===== config.mk =====
export PLATFORM = sky130hd
export DESIGN_NAME = mux_rr_arbiter
export DESIGN_NICKNAME = d
export VERILOG_FILES = /design/src/rtl/mux_arb_pkg.sv /design/src/rtl/rr_pick.sv /design/src/rtl/mux_rr_arbiter.sv
export SDC_FILE = /design/constraint.sdc
export NUM_CORES = 1
export LEC_CHECK = 0
export ABC_AREA = 1
export ABC_CLOCK_PERIOD_IN_PS = 1290
export CAP_MARGIN = 20
export CORE_ASPECT_RATIO = 0.8
export CORE_MARGIN = 2
export CORE_UTILIZATION = 44
export DETAILED_ROUTE_END_ITERATION = 8
export PLACE_DENSITY = 0.75
export REMOVE_ABC_BUFFERS = 1
export SYNTH_ARGS = -nofsm -noshare
export SYNTH_HDL_FRONTEND = slang
export SYNTH_SLANG_ARGS = --single-unit

===== constraint.sdc =====
create_clock -name clk -period 1.29 [get_ports clk]
set_input_delay 0.387 -clock clk [delete_from_list [all_inputs] [get_ports clk]]
set_output_delay 0.387 -clock clk [all_outputs]
set_load 0.01 [all_outputs]

===== src/rtl/mux_arb_pkg.sv =====
// -----------------------------------------------------------------------------
// mux_arb_pkg
// Shared definitions for the round-robin arbitrated 4:1 mux.
//   NREQ        : number of requesters
//   SELW        : width of a requester index / mux select
//   arb_state_e : arbiter FSM states (IDLE arbitrates, GRANT transfers)
//   sel_decode  : index -> one-hot grant vector
// -----------------------------------------------------------------------------
package mux_arb_pkg;

    localparam int NREQ = 4;
    localparam int SELW = 2;

    typedef enum logic {
        IDLE  = 1'b0,
        GRANT = 1'b1
    } arb_state_e;

    // One-hot decode of a requester index.
    function automatic logic [NREQ-1:0] sel_decode(input logic [SELW-1:0] s);
        logic [NREQ-1:0] v;
        v    = '0;
        v[s] = 1'b1;
        return v;
    endfunction

endpackage


===== src/rtl/rr_pick.sv =====
// -----------------------------------------------------------------------------
// rr_pick
// Purely combinational round-robin picker. Searches req starting at index ptr
// and moving upward, wrapping from NREQ-1 back to 0; the first set bit wins.
// Ports:
//   req     [NREQ-1:0] in  : request vector
//   ptr     [SELW-1:0] in  : index with highest priority this round
//   idx     [SELW-1:0] out : winning index (equals ptr when nothing requests)
//   any_req            out : at least one request bit is set
// -----------------------------------------------------------------------------
module rr_pick
    import mux_arb_pkg::*;
(
    input  logic [NREQ-1:0] req,
    input  logic [SELW-1:0] ptr,
    output logic [SELW-1:0] idx,
    output logic            any_req
);

    // cand[k] is the index visited at search position k; hit[k] says whether
    // that index is requesting. Index arithmetic wraps naturally at SELW bits.
    logic [SELW-1:0] cand [NREQ];
    logic [NREQ-1:0] hit;

    for (genvar gi = 0; gi < NREQ; gi++) begin : g_rot
        assign cand[gi] = ptr + SELW'(gi);
        assign hit[gi]  = req[cand[gi]];
    end

    // Walk from the farthest search position towards the nearest so the
    // nearest hit is the one that sticks.
    always_comb begin
        idx = ptr;
        for (int k = NREQ - 1; k >= 0; k--) begin
            if (hit[k]) begin
                idx = cand[k];
            end
        end
    end

    assign any_req = |req;

endmodule


===== src/rtl/mux_rr_arbiter.sv =====
// -----------------------------------------------------------------------------
// mux_rr_arbiter
// Round-robin arbiter steering a registered 4:1 mux. In IDLE the next
// requester (searched from ptr upward) is granted; in GRANT one bit is moved
// from a[sel] to y on every cycle the granted requester keeps req high. The
// grant ends on last, on a dropped request, or after HOLD_MAX transfers, and
// is always followed by exactly one IDLE cycle.
// Parameters:
//   HOLD_MAX : maximum transfers per grant, 1..15 (clamped into that range)
// Ports:
//   clk              in  : clock, rising edge
//   rst_n            in  : asynchronous active-low reset
//   req   [NREQ-1:0] in  : per-requester request
//   last  [NREQ-1:0] in  : per-requester final-transfer flag (qualified by req)
//   a     [NREQ-1:0] in  : per-requester 1-bit data
//   sel   [SELW-1:0] out : registered mux select / granted index
//   gnt   [NREQ-1:0] out : registered one-hot grant, zero when idle
//   busy             out : high while in GRANT
//   y                out : registered mux output
//   y_vld            out : one-cycle pulse per accepted transfer
// -----------------------------------------------------------------------------
module mux_rr_arbiter
    import mux_arb_pkg::*;
#(
    parameter int HOLD_MAX = 8
) (
    input  logic            clk,
    input  logic            rst_n,
    input  logic [NREQ-1:0] req,
    input  logic [NREQ-1:0] last,
    input  logic [NREQ-1:0] a,
    output logic [SELW-1:0] sel,
    output logic [NREQ-1:0] gnt,
    output logic            busy,
    output logic            y,
    output logic            y_vld
);

    // Hold counter is 4 bits, so keep the limit inside 1..15.
    localparam logic [3:0] HOLD_LIM =
        (HOLD_MAX < 1)  ? 4'd1  :
        (HOLD_MAX > 15) ? 4'd15 : 4'(HOLD_MAX);

    // ------------------------------------------------------------------
    // State
    // ------------------------------------------------------------------
    arb_state_e      state_q, state_d;
    logic [SELW-1:0] ptr_q,   ptr_d;
    logic [SELW-1:0] sel_q,   sel_d;
    logic [NREQ-1:0] gnt_q,   gnt_d;
    logic            y_q,     y_d;
    logic            y_vld_q, y_vld_d;
    logic [3:0]      hold_q,  hold_d;

    // ------------------------------------------------------------------
    // Arbitration
    // ------------------------------------------------------------------
    logic [SELW-1:0] pick_idx;
    logic            pick_any;

    rr_pick u_rr_pick (
        .req     (req),
        .ptr     (ptr_q),
        .idx     (pick_idx),
        .any_req (pick_any)
    );

    // ------------------------------------------------------------------
    // Granted-requester view. Only the requester at sel_q is looked at, so
    // everybody else's req/last/a is ignored during GRANT.
    // ------------------------------------------------------------------
    logic       req_sel;
    logic       last_sel;
    logic [3:0] hold_inc;
    logic       hit_max;
    logic       rel;

    assign req_sel  = req[sel_q];
    assign last_sel = last[sel_q] & req_sel;   // last only counts with req
    assign hold_inc = hold_q + 4'd1;
    assign hit_max  = req_sel && (hold_inc == HOLD_LIM);

    // Any release cause collapses into one release; the transfer that
    // triggers last/limit is still performed and counted once.
    assign rel = (state_q == GRANT) && (!req_sel || last_sel || hit_max);

    // ------------------------------------------------------------------
    // Next-state / output logic
    // ------------------------------------------------------------------
    always_comb begin
        state_d = state_q;
        ptr_d   = ptr_q;
        sel_d   = sel_q;
        gnt_d   = gnt_q;
        y_d     = y_q;
        y_vld_d = 1'b0;
        hold_d  = hold_q;

        case (state_q)
            IDLE: begin
                gnt_d  = '0;
                hold_d = '0;
                if (pick_any) begin
                    state_d = GRANT;
                    sel_d   = pick_idx;
                    gnt_d   = sel_decode(pick_idx);
                end
            end

            GRANT: begin
                if (req_sel) begin
                    y_d     = a[sel_q];
                    y_vld_d = 1'b1;
                    hold_d  = hold_inc;
                end
                if (rel) begin
                    // sel keeps its value through the idle cycle; only the
                    // priority pointer moves past the requester just served.
                    state_d = IDLE;
                    gnt_d   = '0;
                    hold_d  = '0;
                    ptr_d   = sel_q + 2'd1;
                end
            end

            default: begin
                state_d = IDLE;
                gnt_d   = '0;
                hold_d  = '0;
            end
        endcase
    end

    // ------------------------------------------------------------------
    // Registers
    // ------------------------------------------------------------------
    always_ff @(posedge clk or negedge rst_n) begin
        if (!rst_n) begin
            state_q <= IDLE;
            ptr_q   <= '0;
            sel_q   <= '0;
            gnt_q   <= '0;
            y_q     <= 1'b0;
            y_vld_q <= 1'b0;
            hold_q  <= '0;
        end else begin
            state_q <= state_d;
            ptr_q   <= ptr_d;
            sel_q   <= sel_d;
            gnt_q   <= gnt_d;
            y_q     <= y_d;
            y_vld_q <= y_vld_d;
            hold_q  <= hold_d;
        end
    end

    // ------------------------------------------------------------------
    // Outputs
    // ------------------------------------------------------------------
    assign sel   = sel_q;
    assign gnt   = gnt_q;
    assign busy  = (state_q == GRANT);
    assign y     = y_q;
    assign y_vld = y_vld_q;

endmodule


==> results <==
[timing repair]
item	4_1_cts	5_1_grt
pin swaps	15	27
cloned	1	0
gates resized for setup	64	32
buffers inserted	10	4
setup endpoints to repair	23	20
[registers in the layout (all words and copies together) (netlist names)]
signal	count
ptr_q	2
sel	2
gnt	4
y_vld	1
y	1
busy	1
hold_q	4
[stage by stage]
step                      setup slack (ns)  setup TNS (ns)  instance area (um2)  utilization, %
after floorplan                    -0.0974          -0.905                  947               -
after global placement              -0.546           -7.28                 1310            61.8
after detailed placement            -0.628           -8.39                 1310            61.8
after CTS                           -0.207           -1.90                 1500            70.5
after global routing                -0.343           -3.50                 1590            74.9
final                               -0.240           -2.57                 1590            74.9
[cells in the mapped netlist (all sizes together)]
library cell  number  area share (%)
nand2             57              26
ha                 2             2.6
nor4               1            0.65
mux2               1             1.2
o21ai              8             4.1
xnor2              2             1.8
nand3             12             6.7
nor2              10             4.9
xor2               1            0.91
o22ai              1            0.65
dfrtp             15              39
inv               18             7.8
buf                2             1.9
a21oi              4             2.1
[worst reg2reg max path: stages (launching register included)]
cell and delay (ns):
dfrtp_2 0.51, inv_8 0.13, nand2_2 0.06, nand2_2 0.07
nand2_2 0.07, buf_4 0.13, buf_4 0.12, nand2_2 0.08
nand2_1 0.07, nand2_2 0.09, nand3_1 0.08, nand2_1 0.07
[routing by layer]
metal	up-vias	routed length, um
met5	-	0
met4	0	23
met3	4	182
met2	47	1480
met1	514	1140
li1	526	-
[power breakdown]
group / total, W / leakage (nW) / switching (W) / internal [W]
Sequential: 0.000832 / 0.191 / 0.000182 / 0.000649
Clock: 0.000260 / 0.0150 / 0.000140 / 0.000120
Combinational: 0.00284 / 0.641 / 0.00157 / 0.00127
[logic make-up after synthesis]
kind of cell	count (synthesis)	share of synthesized area (%)
AO/OA/AOI/OAI	13	6.86
buffers and inverters	20	9.72
flip-flops	15	38.9
multiplexers	1	1.17
XOR/XNOR	3	2.72
AND/OR/NAND/NOR	80	38.1
adder cells (fa/ha/maj)	2	2.59
[worst max-delay path by stage]
stage	slack, ns	depth (start not counted)	from	end
floorplan	-0.1	13	ptr_q[0]	gnt[2]
global placement	-0.55	14	req[1]	gnt[2]
detailed placement	-0.63	14	req[3]	gnt[2]
CTS	-0.21	13	ptr_q[0]	gnt[2]
global route	-0.34	11	ptr_q[0]	gnt[1]
finish	-0.24	11	ptr_q[0]	gnt[1]
[final cells by class]
class / count / area, um2
multi-input combinational: 99 / 658
fill: 152 / 532
timing repair buffer: 52 / 417
sequential: 15 / 379
inverter: 18 / 77.6
tap: 25 / 31.3
clock buffer: 4 / 26.3
==> flow_summary_export.csv <==
group,metric,value,unit
status,status,"complete, but fails checks",
status,violations,"setup timing",
global_route,use_met2,40.5,%
global_route,antenna_found_initial,0,
setup_path,critPathCaptureType,"flop",
yosys,synth-seq-area-share,38.9,%
sta,setup_viol_count_final,15,
route,post_drt_via_cell_ratio,5.12,
cts,clock_latency,0.28,ns
sta,fin_crit,1.53,ns
route,wire_per_inst,13.3,um
cells_and_area,nets,205,
die,core_area,2120,um2
route,finalWirelength,2830,um
power,vdd_drop_max,1.68,mV
cts,cts_buffer_depth,2,
sta,finClkSkew,0.0114,ns
setup_path,r2r-end,"gnt[1]",
run,cap_viol_max_count,0,
cells_and_area,n_antenna_cell,0,
cts,htreeDepth,1,
setup_path,worst_setup_path_start_kind,"flop",
sta,drv_slew,0,
die,num_rows,15,
global_route,use_met3,6.25,%
sta,tightestPinTransition,0.322,ns
global_route,first_global_vias,981,
setup_path,cp_num_buf_inv,3,
sta,hold_viol_final,0,
setup_path,reg2reg_depth,11,
yosys,syn_inst,134,
power,total_power,0.00393,W
cts,clock-sinks,15,
setup_path,worstSetupPathType,"reg2reg",
die,pin_count,23,
die,dieArea,2590,um2
setup_path,critical_path_required,1.51,ns
die,die_h,45.9,um
global_route,grt_max_degree,16,
setup_path,r2r-start,"ptr_q[0]",
yosys,synth.ff_latch_count,15,
setup_path,cp_top_family,"simple AND/OR/NAND/NOR gates",
power,power_leakage,0.846,nW
route,vias,1091,
cts,hold_buffers,0,
die,start_util,45.5,%
route,drtAntennaViolNets,0,
placed_design,gp_congestion,0.839,
placed_design,io_buffers,22,
cts,cts_tree,"done",
route,first_pass_iters,4,
setup_path,rrSetupSlack,-0.24,ns
cts,clockRootBuffer,"clkbuf_4",
setup_path,worstPathMaxFanout,8,
setup_path,cp_common_cell,"nand2_2",
sta,period_share,119,%
route,drt-initial-drc-count,32,
placed_design,place_inst,194,
cells_and_area,final_cell_mix,"30 x nand2_1, 26 x buf_4, 20 x nand2_2, 12 x dfrtp_1, 10 x inv_1",
placed_design,place_hpwl,1800,um
global_route,grt_overflow,0,
cts,path_clk_slew,0.09,ns
cells_and_area,final_cell_count_no_fill,213,
sta,hold_slack,0.412,ns
global_route,grt.busiest_layer,"met2",
setup_path,critical-path-slowest-cell,"dfrtp_2",
cells_and_area,post_route_cells_drive_above_1_share,53.7,%
die,fp.dieW,56.4,um
sta,fin_ws,-0.240,ns
sta,relSlewSlack,78.3,%
setup_path,cp.arrival,1.75,ns
global_route,grtUsageMet1,24.2,%
setup_path,cpPeakStageDelay,0.51,ns
cells_and_area,area_growth,64.5,%
yosys,yosys_warnings,0,
yosys,synth_cell_types,22,
cts,cts-buffers-inserted,3,
yosys,avgSynthCellArea,7.21,um2
yosys,synthesis.area,966,um2
power,power_density,2470,nW/um2
global_route,grt_usage,21.3,%
sta,fmax,0.654,GHz
sta,rsz0062_at_grt,"yes",
global_route,grt_pass1_wl,4170,um
route,drc_errors,0,
worst_hold_path,hold_class,"in2async",
cells_and_area,final_common_cell,"nand2_1",
setup_path,path_cells,"inv_8 -> nand2_2 -> nand2_2 -> nand2_2 -> buf_4 -> buf_4 -> nand2_2 -> nand2_1 -> nand2_2 -> nand3_1 -> nand2_1",
(Power assumes the default switching activity.)
